--- config.mk ---
export PLATFORM = sky130hd
export DESIGN_NAME = fcmplt_rr_sched
export DESIGN_NICKNAME = d
export VERILOG_FILES = /design/src/rtl/fcmplt_pkg.sv /design/src/rtl/fcmplt.sv /design/src/rtl/fcmplt_rr_pick.sv /design/src/rtl/fcmplt_rr_sched.sv
export SDC_FILE = /design/constraint.sdc
export NUM_CORES = 1
export LEC_CHECK = 0
export ABC_AREA = 1
export ABC_CLOCK_PERIOD_IN_PS = 5600
export CAP_MARGIN = 15
export CORE_MARGIN = 2
export CORE_UTILIZATION = 40
export DETAILED_ROUTE_END_ITERATION = 8
export HOLD_SLACK_MARGIN = 0.02
export PLACE_DENSITY_LB_ADDON = 0.25
export SYNTH_ARGS = -nofsm -noshare
export SYNTH_HDL_FRONTEND = slang
export SYNTH_SLANG_ARGS = --single-unit
--- constraint.sdc ---
create_clock -name clk -period 5.6 [get_ports clk]
set_input_delay 0.84 -clock clk [delete_from_list [all_inputs] [get_ports clk]]
set_output_delay 0.84 -clock clk [all_outputs]
set_load 0.005 [all_outputs]
--- src/rtl/fcmplt_pkg.sv ---
`default_nettype none
// ============================================================================
//  Module      : fcmplt_pkg
//  Description : Shared definitions for the FloPoCo 12-bit floating-point
//                word (wE=5, wF=4): field widths, exception codes and the
//                word type used by the comparator and its scheduler.
//                Word layout: exc[11:10] sign[9] exp[8:4] frac[3:0]
//  Revision    : 1.0  initial release
// ============================================================================
package fcmplt_pkg;

    localparam int FP_W = 12;
    localparam int WE   = 5;
    localparam int WF   = 4;

    localparam logic [1:0] EXC_ZERO   = 2'b00;
    localparam logic [1:0] EXC_NORMAL = 2'b01;
    localparam logic [1:0] EXC_INF    = 2'b10;
    localparam logic [1:0] EXC_NAN    = 2'b11;

    typedef logic [11:0] fp12_t;

endpackage : fcmplt_pkg
`default_nettype wire

--- src/rtl/fcmplt.sv ---
`default_nettype none
// ============================================================================
//  Module      : fcmplt
//  Description : Combinational FloPoCo X<Y comparator for the 12-bit format.
//                NaN on either side gives unordered=1, xlty=0. Both zero
//                encodings compare equal; infinities order beyond all normals.
//  Ports       : i_x, i_y     operands (fp12_t)
//                o_xlty       X strictly less than Y (0 when unordered)
//                o_unordered  X or Y is NaN
//  Revision    : 1.0  initial release
// ============================================================================
module fcmplt
    import fcmplt_pkg::*;
(
    input  fp12_t i_x,
    input  fp12_t i_y,
    output logic  o_xlty,
    output logic  o_unordered
);

    // Map a word onto a signed integer whose order matches the real order.
    // Magnitude key = {exc, exp, frac} for normals (exp/frac already monotone),
    // a single value above every normal for infinity, and 0 for either zero.
    function automatic logic signed [12:0] order_key(input fp12_t v);
        logic [10:0] mag;
        mag = 11'd0;
        case (v[11:10])
            EXC_NORMAL: mag = {EXC_NORMAL, v[WE+WF-1:0]};
            EXC_INF:    mag = {EXC_INF, 9'd0};
            default:    mag = 11'd0;
        endcase
        return v[WE+WF] ? -$signed({2'b00, mag}) : $signed({2'b00, mag});
    endfunction

    logic w_nan;

    assign w_nan       = (i_x[11:10] == EXC_NAN) || (i_y[11:10] == EXC_NAN);
    assign o_unordered = w_nan;
    assign o_xlty      = ~w_nan && (order_key(i_x) < order_key(i_y));

endmodule : fcmplt
`default_nettype wire

--- src/rtl/fcmplt_rr_pick.sv ---
`default_nettype none
// ============================================================================
//  Module      : fcmplt_rr_pick
//  Description : Round-robin one-hot picker. Searches the eligible vector
//                starting at i_ptr and wrapping NREQ-1 -> 0.
//  Ports       : i_eligible   requesters that may be granted
//                i_ptr        search start index
//                o_grant      one-hot grant (0 when nothing eligible)
//                o_grant_idx  index of the granted requester
//                o_grant_any  a grant was made
//  Revision    : 1.0  initial release
// ============================================================================
module fcmplt_rr_pick #(
    parameter int NREQ = 4
) (
    input  logic [NREQ-1:0]         i_eligible,
    input  logic [$clog2(NREQ)-1:0] i_ptr,
    output logic [NREQ-1:0]         o_grant,
    output logic [$clog2(NREQ)-1:0] o_grant_idx,
    output logic                    o_grant_any
);

    localparam int c_IDX_W = $clog2(NREQ);
    localparam int c_SUM_W = c_IDX_W + 1;

    logic [c_SUM_W-1:0] w_pos;

    always_comb begin
        o_grant     = '0;
        o_grant_idx = '0;
        o_grant_any = 1'b0;
        w_pos       = '0;
        for (int k = 0; k < NREQ; k++) begin
            // ptr + k never exceeds 2*NREQ-2, so one conditional subtract wraps it
            w_pos = {1'b0, i_ptr} + c_SUM_W'(k);
            if (w_pos >= c_SUM_W'(NREQ)) begin
                w_pos = w_pos - c_SUM_W'(NREQ);
            end
            if (!o_grant_any && i_eligible[w_pos[c_IDX_W-1:0]]) begin
                o_grant_any                  = 1'b1;
                o_grant_idx                  = w_pos[c_IDX_W-1:0];
                o_grant[w_pos[c_IDX_W-1:0]] = 1'b1;
            end
        end
    end

endmodule : fcmplt_rr_pick
`default_nettype wire

--- src/rtl/fcmplt_rr_sched.sv ---
`default_nettype none
// ============================================================================
//  Module      : fcmplt_rr_sched
//  Description : Shares one fcmplt comparator among NREQ requesters with a
//                round-robin issue of at most one compare per cycle, a
//                PIPE-register result path and a held valid/ready response
//                slot per requester. Each requester has at most one
//                outstanding compare, so the pipeline never stalls.
//  Ports       : clk, rst                 clock, synchronous active-high reset
//                req_valid/req_ready      request handshake (ready one-hot)
//                req_x/req_y              operands, slice i = [i*FP_W +: FP_W]
//                rsp_valid/rsp_ready      response handshake per requester
//                rsp_xlty/rsp_unordered   held compare flags
//                busy                     any requester outstanding
//                stat_issued/stat_unordered (FCMPLT_SCHED_STATS_EN only)
//  Options     : FCMPLT_SCHED_STATS_EN adds wrapping 32-bit counters of
//                accepts and of unordered results delivered at handshake.
//  Revision    : 1.0  initial release
// ============================================================================
module fcmplt_rr_sched #(
    parameter int NREQ = 4,
    parameter int PIPE = 2,
    parameter int FP_W = 12
) (
    input  logic                 clk,
    input  logic                 rst,
    input  logic [NREQ-1:0]      req_valid,
    output logic [NREQ-1:0]      req_ready,
    input  logic [NREQ*FP_W-1:0] req_x,
    input  logic [NREQ*FP_W-1:0] req_y,
    output logic [NREQ-1:0]      rsp_valid,
    input  logic [NREQ-1:0]      rsp_ready,
    output logic [NREQ-1:0]      rsp_xlty,
    output logic [NREQ-1:0]      rsp_unordered,
`ifdef FCMPLT_SCHED_STATS_EN
    output logic [31:0]          stat_issued,
    output logic [31:0]          stat_unordered,
`endif
    output logic                 busy
);

    import fcmplt_pkg::*;

    localparam int c_IDX_W = $clog2(NREQ);

    logic [NREQ-1:0]    r_pend, w_elig, w_grant, w_rsp_hs;
    logic [NREQ-1:0]    r_rsp_valid, r_rsp_lt, r_rsp_un;
    logic [c_IDX_W-1:0] r_ptr, w_gidx, w_fin_tag;
    logic               w_any, w_accept;
    logic [FP_W-1:0]    w_sel_x, w_sel_y;
    logic               w_fin_v, w_fin_lt, w_fin_un;

    // ---------------- issue ----------------
    assign w_elig = req_valid & ~r_pend;

    fcmplt_rr_pick #(.NREQ(NREQ)) u_pick (
        .i_eligible  (w_elig),
        .i_ptr       (r_ptr),
        .o_grant     (w_grant),
        .o_grant_idx (w_gidx),
        .o_grant_any (w_any)
    );

    assign req_ready = rst ? '0 : w_grant;
    assign w_accept  = w_any & ~rst;
    assign w_sel_x   = req_x[w_gidx*FP_W +: FP_W];
    assign w_sel_y   = req_y[w_gidx*FP_W +: FP_W];
    assign w_rsp_hs  = r_rsp_valid & rsp_ready;

    // pend set on accept and cleared on response handshake; the two can never
    // hit the same bit in one cycle because accept requires pend=0.
    always_ff @(posedge clk) begin
        if (rst) begin
            r_ptr  <= '0;
            r_pend <= '0;
        end else begin
            r_pend <= (r_pend | req_ready) & ~w_rsp_hs;
            if (w_accept) begin
                r_ptr <= (w_gidx == c_IDX_W'(NREQ - 1)) ? '0 : w_gidx + 1'b1;
            end
        end
    end

    // ---------------- result pipeline ----------------
    // Registers between the accept edge and the response slot: the slot is the
    // last of the PIPE stages, so PIPE-1 stages sit in front of it.
    generate
        if (PIPE == 1) begin : g_pipe_direct
            fcmplt u_cmp (
                .i_x         (fp12_t'(w_sel_x)),
                .i_y         (fp12_t'(w_sel_y)),
                .o_xlty      (w_fin_lt),
                .o_unordered (w_fin_un)
            );
            assign w_fin_v   = w_accept;
            assign w_fin_tag = w_gidx;
        end else begin : g_pipe_regs
            logic               r_s0_v;
            logic [c_IDX_W-1:0] r_s0_tag;
            logic [FP_W-1:0]    r_s0_x, r_s0_y;
            logic               w_s0_lt, w_s0_un;

            always_ff @(posedge clk) begin
                if (rst) begin
                    r_s0_v <= 1'b0;
                end else begin
                    r_s0_v <= w_accept;
                end
                r_s0_tag <= w_gidx;
                r_s0_x   <= w_sel_x;
                r_s0_y   <= w_sel_y;
            end

            fcmplt u_cmp (
                .i_x         (fp12_t'(r_s0_x)),
                .i_y         (fp12_t'(r_s0_y)),
                .o_xlty      (w_s0_lt),
                .o_unordered (w_s0_un)
            );

            if (PIPE == 2) begin : g_no_delay
                assign w_fin_v   = r_s0_v;
                assign w_fin_tag = r_s0_tag;
                assign w_fin_lt  = w_s0_lt;
                assign w_fin_un  = w_s0_un;
            end else begin : g_delay
                localparam int c_ND = PIPE - 2;
                logic [c_ND-1:0]    r_d_v, r_d_lt, r_d_un;
                logic [c_IDX_W-1:0] r_d_tag [c_ND];

                always_ff @(posedge clk) begin
                    if (rst) begin
                        r_d_v <= '0;
                    end else begin
                        r_d_v[0] <= r_s0_v;
                        for (int k = 1; k < c_ND; k++) begin
                            r_d_v[k] <= r_d_v[k-1];
                        end
                    end
                    r_d_tag[0] <= r_s0_tag;
                    r_d_lt[0]  <= w_s0_lt;
                    r_d_un[0]  <= w_s0_un;
                    for (int k = 1; k < c_ND; k++) begin
                        r_d_tag[k] <= r_d_tag[k-1];
                        r_d_lt[k]  <= r_d_lt[k-1];
                        r_d_un[k]  <= r_d_un[k-1];
                    end
                end

                assign w_fin_v   = r_d_v[c_ND-1];
                assign w_fin_tag = r_d_tag[c_ND-1];
                assign w_fin_lt  = r_d_lt[c_ND-1];
                assign w_fin_un  = r_d_un[c_ND-1];
            end
        end
    endgenerate

    // ---------------- response slots ----------------
    // A slot is only written by a result for its own requester, which pend
    // guarantees is empty, so held flags stay stable until consumed.
    always_ff @(posedge clk) begin
        if (rst) begin
            r_rsp_valid <= '0;
            r_rsp_lt    <= '0;
            r_rsp_un    <= '0;
        end else begin
            for (int i = 0; i < NREQ; i++) begin
                if (w_fin_v && (w_fin_tag == c_IDX_W'(i))) begin
                    r_rsp_valid[i] <= 1'b1;
                    r_rsp_lt[i]    <= w_fin_lt;
                    r_rsp_un[i]    <= w_fin_un;
                end else if (w_rsp_hs[i]) begin
                    r_rsp_valid[i] <= 1'b0;
                end
            end
        end
    end

    assign rsp_valid     = r_rsp_valid;
    assign rsp_xlty      = r_rsp_lt;
    assign rsp_unordered = r_rsp_un;
    assign busy          = |r_pend;

`ifdef FCMPLT_SCHED_STATS_EN
    logic [31:0] r_stat_issued, r_stat_unord, w_unord_cnt;

    // several requesters may consume unordered results in the same cycle
    always_comb begin
        w_unord_cnt = '0;
        for (int i = 0; i < NREQ; i++) begin
            w_unord_cnt = w_unord_cnt + {31'd0, w_rsp_hs[i] & r_rsp_un[i]};
        end
    end

    always_ff @(posedge clk) begin
        if (rst) begin
            r_stat_issued <= '0;
            r_stat_unord  <= '0;
        end else begin
            r_stat_issued <= r_stat_issued + {31'd0, w_accept};
            r_stat_unord  <= r_stat_unord + w_unord_cnt;
        end
    end

    assign stat_issued    = r_stat_issued;
    assign stat_unordered = r_stat_unord;
`endif

endmodule : fcmplt_rr_sched
`default_nettype wire

==> results, run 1 <==
- The required time at the worst-slack endpoint is around 4800 ps.
- At the pin with the least slew margin, the transition time is just under 1000 ps.
- The worst min-delay path category is reg -> reg.
- In this run the horizontal extent of the chip is a little over 100 µm.
- The synthesized design contains 45 register bits.
- The y dimension of the die is between 100 and 150 µm.
- For this run, the number of Yosys warnings is 0.
- The number of flops mapped to enable cells by yosys is 0.
- The number of antenna violations at the first check in global routing is 0.
- STA classifies the critical path endpoint as an output port.
- The internal power of the cells totals approximately 1600 µW.
- Between clock sinks in the finished design, the worst skew comes to roughly 9.7 ps.
- After clock tree synthesis, the clock-pin slew on the worst setup and hold paths is 90 ps.
- Port buffering added between 100 and 150 buffers.
- Counting cells, the worst reg-to-reg path comes to 13.
- The critical path crosses 10 cells after its start point.
- The worst pin sits at a relative slew slack of 0.338.
- Summing all multi-input logic gate instances after layout gives roughly 2400 µm².
- Registers take about 900 µm².
- The cell sitting at the root of the clock tree is a sky130_fd_sc_hd__clkbuf_8.
- In this run the post-CTS setup repair buffer count came out at 0.
- In the routed design, unresolved DRC markers number 0.
- Setup repair after global routing left no endpoint under its margin.
- Of all cell types, the one taking the most synthesized area is sky130_fd_sc_hd__dfxtp_1.
- The net count after synthesis is 767.
- The number of global-route vias before repair is roughly 3,800.
- The summed instance area of the synthesized netlist is roughly 3900 µm².
- After clock tree synthesis, the repair step resized 0 gates.
- The flow ran to the end, and the final reports show no timing, DRC or antenna violations.
- The net count of the finished layout is 873.
- The maximum clock path buffer count is 2.
- The most used flip-flop cell after synthesis is sky130_fd_sc_hd__dfxtp_1.
- The critical path contains buffers and inverters numbering 4 combined.
- The delay of the slowest critical-path stage is around 700 ps.
- Adding up every negative setup slack in the final design gives 0 ps.
- The detailed-route via count is between 4,000 and 5,000.
- The initial cell density of the core is 0.414.
- Entering global routing, the biggest net connects 50 pins.
- Clock latency on the worst-skew pair, taken at its later pin, is approximately 300 ps.
- CTS saw between 40 and 50 sinks.
- The critical path launch point type is a flip-flop.
- The area growth from synthesis to layout is 34.0%.
- Hold repair after CTS inserted 0 buffers.
- The fraction of layout instances using a drive strength above 1 is 0.0353.
- After global routing the overflow that remains totals 0.
- The combinational power share is 0.776.
- The proportion of register bits with asynchronous set or reset after synthesis is 0.
- The cell family contributing the most delay on the critical path is buffers and inverters.
- Dividing the synthesized area by the synthesized cell count gives 6.13 µm².
- For this design, the slowest cell found on the critical path is sky130_fd_sc_hd__dfxtp_1.
- Fill cells in the final layout number about 920.
- The number of antenna diodes in the final layout is 0.
- The via density per instance is ~4.8.
- The number of distinct standard cells referenced by the synthesized netlist is 29.
- By area the synthesized netlist is led by sky130_fd_sc_hd__dfxtp_1 23%, sky130_fd_sc_hd__nand2_1 19%, sky130_fd_sc_hd__nand3_1 15%.
- Summed over all cells, the static leakage comes to 0.00268 µW.
- The first global-routing pass estimated between 15 and 20 mm of wire.
- Setup slack on the critical path of the routed design comes to between 1500 and 2000 ps.
- In this run, the number of DRC markers left after iteration 0 of detailed routing was between 200 and 250.
- The type of the worst setup path is reg -> out.
- Summed over all nets, the half-perimeter wirelength after detailed placement is 8.40 mm.
- Ranked by instance count, the synthesized netlist is headed by 192 x sky130_fd_sc_hd__nand2_1, 115 x sky130_fd_sc_hd__nand3_1, 101 x sky130_fd_sc_hd__inv_1.
- The maximum level of the CTS H-tree is 2.
- Summing all placed instances gives a cell area of just over 5000 µm².
- The worst endpoint data arrival time is between 3000 and 4000 ps.
- The CTS tree is done.
- The net switching share of the total power is 0.555.
- The filler-free cell count of the finished design is slightly below 900.
- Dividing the detail-routed wire length by the instance count gives around 12 µm.
- The sequential fraction of design power is 0.169.
- The number of primary I/O pins is roughly 120.
- The final hold violation count is 0.
- Of the total power, the clock network draws 0.055.
- Max-cap violations in this run came to 0.
- VDD sags by at most between 0.4 and 0.5 mV.
- For this run, the register share of the synthesized area comes to 0.233.
- The instance count along the most critical hold path is 2.
- The top cell type's share of synthesized area is 0.233.
- The die covers between 10,000 and 15,000 µm².
- The floorplan step defined a core boundary enclosing around 9300 µm².
- After floorplanning, the core was divided into 35 placement rows.
- The count of final max-slew check failures is 0.
- The maximum frequency from static timing analysis is about 260 MHz.
- The global-route usage over all layers is 0.198.
- The number of iterations in the first detailed-routing pass is 5.
- The total wire length is about 11 mm.
- The setup slack at placement is between 1500 and 2000 ps.
- Dividing the final minimum period by the clock period gives 0.691.
- In the synthesized netlist, the number of instances is between 600 and 700.
- At the end of routability-driven placement, the weighted congestion stood at 0.894.
- Yosys instantiated no cell more often than sky130_fd_sc_hd__nand2_1.
- Traced cell by cell, the critical path runs through inv_4 > ha_1 > inv_1 > nand3_1 > nand2_1 > nand3_2 > inv_1 > a21oi_1 > a21oi_1 > clkdlybuf4s50_1.
- In this run the power spent charging and discharging nets is slightly above 2000 µW.
- Summing all non-filler instances in the final layout gives an area of between 5000 and 6000 µm².
- In this run the worst path has a maximum fanout of 12.
- The power density normalized to cell area is between 700 and 800 nW/µm².
- The shortest period the worst path allows is slightly below 4000 ps.
- The number of buffers created by CTS is 5.
- Setup violations remaining at the end of the flow were counted as 0.
- The worst hold margin is 493 ps.
- The detail route stage leaves a number of antenna-violating nets equal to 0.
- The total instance count after detailed placement is around 860.
layer usage:
layer  part of all wire  global-route usage
met1               0.47               0.286
met2               0.46               0.317
met3              0.051              0.0260
met4              0.015              0.0431
met5                  0                   0
cells by family after synthesis:
family,after synthesis,synth area share
flip-flops,45,0.233
adder cells (fa/ha/maj),31,0.100
buffers and inverters,130,0.146
AO/OA/AOI/OAI,57,0.0768
XOR/XNOR,18,0.0408
AND/OR/NAND/NOR,349,0.403
power by group through the flow:
stage / registers, µW / clock network (µW) / logic, µW
6_report: 615 / 199 / 2830
3_3_place_gp: 617 / 0 / 2750
3_5_place_dp: 620 / 0 / 2820
2_1_floorplan: 563 / 0 / 2320
5_1_grt: 629 / 219 / 3270
4_1_cts: 614 / 209 / 2830
flip-flops by register name (all words and copies together) (netlist names):
name,flops
g_pipe_regs.r_s0_x,12
g_pipe_regs.r_s0_y,12
rsp_unordered,4
r_ptr,2
rsp_valid,4
g_pipe_regs.r_s0_v,1
r_pend,4
g_pipe_regs.r_s0_tag,2
rsp_xlty,4
final timing paths:
path	endpoint	from	slack (ps)
setup / recovery	req_ready[0]	r_ptr[0]	1730
hold reg to reg	rsp_valid[2]	rsp_valid[2]	490
setup reg to reg	g_pipe_regs.r_s0_y[2]	r_ptr[0]	1970
hold / removal	rsp_valid[2]	rsp_valid[2]	490
worst register-to-register path, stage by stage, from the launching register on:
cell and delay, ps:
sky130_fd_sc_hd__dfxtp_1 700, sky130_fd_sc_hd__inv_4 150, sky130_fd_sc_hd__ha_1 410, sky130_fd_sc_hd__inv_1 110, sky130_fd_sc_hd__nand3_1 90, sky130_fd_sc_hd__nand2_1 120, sky130_fd_sc_hd__nand3_2 120, sky130_fd_sc_hd__nand3_2 740
sky130_fd_sc_hd__nand2_1 350, sky130_fd_sc_hd__buf_4 450, sky130_fd_sc_hd__nand2_1 150, sky130_fd_sc_hd__nand2_1 90, sky130_fd_sc_hd__nand2_1 50, sky130_fd_sc_hd__nand2_1 60
cell type report:
type | count | share of cell area
clock inverter | 2 | 0.00290
sequential | 45 | 0.174
multi-input combinational | 455 | 0.463
inverter | 106 | 0.0778
timing repair buffer | 123 | 0.237
clock buffer | 6 | 0.0140
tap | 129 | 0.0312
placed cells by master (no fill, tap or decap), drive strengths merged:
master and count:
xnor2 7, or2 1, nor3b 1, ha 31
a31oi 2, nand3b 2, nand4 5, a21oi 38
nor3 4, buf 1, clkinvlp 2, nand3 122
inv 105, dfxtp 45, clkinv 1, xor2 11
o21ai 16, nor2 18, clkbuf 6, o211a 1
clkdlybuf4s50 122, nand2 196
metrics by stage:
stage,power (µW),utilization
2_1_floorplan,2890,-
3_3_place_gp,3360,0.546
3_5_place_dp,3440,0.546
4_1_cts,3660,0.555
5_1_grt,4120,0.555
6_report,3640,0.555
Note: power is estimated with default switching activity, not from simulation.
==> run 2, diff against run 1 <==
--- a/config.mk
+++ b/config.mk
@@ -6,7 +6,7 @@
 export NUM_CORES = 1
 export LEC_CHECK = 0
 export ABC_AREA = 1
-export ABC_CLOCK_PERIOD_IN_PS = 5600
+export ABC_CLOCK_PERIOD_IN_PS = 3790
 export CAP_MARGIN = 15
 export CORE_MARGIN = 2
 export CORE_UTILIZATION = 40
==> constraint.sdc (replaced) <==
create_clock -name clk -period 3.79 [get_ports clk]
set_input_delay 0.5685 -clock clk [delete_from_list [all_inputs] [get_ports clk]]
set_output_delay 0.5685 -clock clk [all_outputs]
set_load 0.005 [all_outputs]
==> run 2 against run 1 <==
Compared with the run above: sequential power rose by 39%; power up 56%; first-iteration DRC count rose by 24%; via count grew 0.55%; sequential cell count is the same; critical path type is now reg -> reg; critical endpoint is now rsp_xlty[1]; largest cell class unchanged; highest routed layer unchanged.
==> results, run 2 (same netlist as run 1, synthesis figures left out) <==
- The run finished with clean final reports.
- The required time at the worst-slack endpoint is between 4000 and 5000 ps.
- 0 antenna diodes ended up in the layout.
- The floorplan step defined a die boundary enclosing between 10,000 and 15,000 µm².
- The design draws roughly 5700 µW.
- The number of placement rows is 35.
- The number of global-route vias before repair is 3,821.
- For this run, the total global-route usage over all layers was measured as 0.199.
- Dividing the detail-routed wire length by the instance count gives between 10 and 15 µm.
- Entering global routing, the biggest net connects around 50 pins.
- Summed over all layers, the global routing overflow is 0.
- In the final layout, the share of cells above drive strength 1 is 0.0485.
- The clock transition time at the flip-flop clock pins of the worst setup and hold paths is about 80 ps.
- The type of the worst setup path is reg -> reg.
- The net count of the finished layout is 879.
- The number of antenna violations at the first check in global routing is 0.
- STA classifies the critical path endpoint as a flip-flop.
- The die is between 100 and 150 µm tall.
- For the pin with the worst max-slew slack, the measured transition is ~520 ps.
- The wire length of the first global-routing pass is between 15 and 20 mm.
- The reg-to-reg endpoint is rsp_xlty[1].
- The library cell used most frequently in the layout, excluding fill and tap cells, is sky130_fd_sc_hd__nand2_1.
- The final weighted congestion of routability-driven global placement is 0.887.
- The depth of the most critical reg-to-reg path is 20.
- Counting I/O delays and the setup requirement, the final critical path takes roughly 3400 ps.
- TritonCTS built the clock tree.
- The initial cell density of the core is 0.414.
- For this run, the top clock speed supported by timing is 295 MHz.
- The maximum resistive drop on vdd is approximately 0.75 mV.
- The post-synthesis to final-layout area growth is 36.8%.
- Leaving out fill and tap cells, the most frequent cells in the layout are 192 x sky130_fd_sc_hd__nand2_1, 122 x sky130_fd_sc_hd__clkdlybuf4s50_1, 113 x sky130_fd_sc_hd__nand3_1.
- Counting the buffers created by CTS gives 5.
- The final hold violation count came to 0.
- The count of antenna-violating nets left after detailed routing is 0.
- The clock passes through at most 2 buffers.
- STA classifies the critical path startpoint as a flip-flop.
- The worst pin sits at a relative slew slack of 0.648.
- For this run, the detailed router's first-pass iteration total came to 5.
- Buffers placed on the I/O ports in this run total 122.
- The final route contains about 4,200 vias.
- Counting the fill cells in the layout gives slightly above 900.
- Counting every sink on the clock net gives 45.
- Setup repair after global routing left no endpoint under its margin.
- After detailed routing, the number of remaining DRC violations is 0.
- The clock latency at the later pin of the worst-skew pair is around 300 ps.
- The floorplan die width is just over 100 µm.
- Counting instances, the worst hold path has a depth of 2.
- The total area inside the core boundary comes to just over 9000 µm².
- The cell area after layout is between 5000 and 6000 µm².
- In the finished design, the share of the clock period the worst path needs comes to 0.894.
- Between clock sinks in the finished design, the worst skew comes to 6.83 ps.
- The largest registers in the layout are g_pipe_regs.r_s0_x x12, g_pipe_regs.r_s0_y x12.
- Excluding fillers, the count of instances in the completed layout stands at 872.
- The cell sitting at the root of the clock tree is a sky130_fd_sc_hd__clkbuf_8.
- The number of endpoints failing setup at the final stage is 0.
- Before CTS, the worst setup slack after placement is 404 ps.
- Including well taps, the total number of placed cells is between 800 and 900.
- Data on the critical path arrives at its endpoint at between 3000 and 4000 ps.
- Along the worst path, the maximum fanout reaches 8.
- The count of routing violations after the opening detailed-route iteration is between 200 and 300.
- The worst-case register-to-register setup slack is 400 ps.
- In this run the count of I/O pins placed on the die edge is ~120.
- The worst register-to-register path begins at g_pipe_regs.r_s0_y[10].
- The worst hold path begins at rsp_valid[3].
- Once placement finished, the instance area stood at approximately 5000 µm².
- The HPWL after detailed placement is ~8.6 mm.
- The count of final max-slew check failures is 0.
- The power density normalized to cell area is about 1100 nW/µm².
- The routed design has about 11 mm of wire.
- The slack of the critical path is 403 ps.
- The tool flagged a number of max-cap violations equal to 0.
- The via density per instance is a little under 5.
- The worst min-delay path category is reg -> reg.
- The maximum level of the CTS H-tree is 2.
- The analysis attributes to cell leakage a power of approximately 0.0027 µW.
- The endpoint of the worst hold-timing path is rsp_valid[3].
- The final total negative setup slack is 0 ps.
-- run 2: what timing repair did --
item                                    in CTS  in global routing
endpoints found under the setup margin       0                  4
setup buffers                                0                  1
resized for setup                            0                  3
hold buffers                                 0                  0
-- run 2: worst max-delay path by stage --
| stage | endpoint | from |
|---|---|---|
| 2_1_floorplan | rsp_xlty[0] | g_pipe_regs.r_s0_y[10] |
| 6_report | rsp_xlty[1] | g_pipe_regs.r_s0_y[10] |
| 3_3_place_gp | rsp_xlty[0] | g_pipe_regs.r_s0_y[10] |
| 5_1_grt | rsp_xlty[1] | g_pipe_regs.r_s0_y[10] |
| 4_1_cts | rsp_xlty[0] | g_pipe_regs.r_s0_y[10] |
| 3_5_place_dp | rsp_xlty[0] | g_pipe_regs.r_s0_y[10] |
-- run 2: power breakdown --
part           switching [µW]  leakage, µW  total (µW)  internal [µW]
Clock                     158    0.0000681         420            262
Sequential                128     0.000375         857            729
Combinational            2790      0.00230        4390           1600
-- run 2: routing by layer --
| metal | track usage | routed length, µm |
|---|---|---|
| met3 | 0.0253 | 525 |
| met5 | 0 | 0 |
| met2 | 0.322 | 4940 |
| met4 | 0.0523 | 175 |
| met1 | 0.279 | 4890 |
-- run 2: cell type report --
cell class              instances  area, µm²  area share
well taps                     129        161      0.0305
inverters                     106        407      0.0770
repair buffers                129       1270       0.241
flip-flops and latches         45        901       0.170
clock buffers                   5       68.8      0.0130
clock inverters                 3       65.1      0.0123
multi-input cells             455       2410       0.456
-- run 2: metrics by stage --
stage          hold WS (ps)   util
2_1_floorplan           473      -
3_3_place_gp            471  0.550
3_5_place_dp            485  0.550
4_1_cts                 499  0.564
5_1_grt                 529  0.566
6_report                496  0.566
-- run 2: worst max-delay path, stage by stage (launching register included) --
cell and delay [ps]:
sky130_fd_sc_hd__dfxtp_1 390, sky130_fd_sc_hd__inv_1 60, sky130_fd_sc_hd__ha_1 350, sky130_fd_sc_hd__clkinvlp_4 190, sky130_fd_sc_hd__buf_4 180, sky130_fd_sc_hd__nand3_1 130, sky130_fd_sc_hd__nand3_1 120, sky130_fd_sc_hd__nand3b_1 180
sky130_fd_sc_hd__or2_2 290, sky130_fd_sc_hd__nand2_1 80, sky130_fd_sc_hd__xor2_1 170, sky130_fd_sc_hd__ha_1 260, sky130_fd_sc_hd__nand2_1 70, sky130_fd_sc_hd__inv_1 40, sky130_fd_sc_hd__o21ai_0 160, sky130_fd_sc_hd__nand2_1 70
sky130_fd_sc_hd__nor2_1 160, sky130_fd_sc_hd__nand2_1 70, sky130_fd_sc_hd__nand2_1 50, sky130_fd_sc_hd__nand3_1 130, sky130_fd_sc_hd__a21oi_1 170
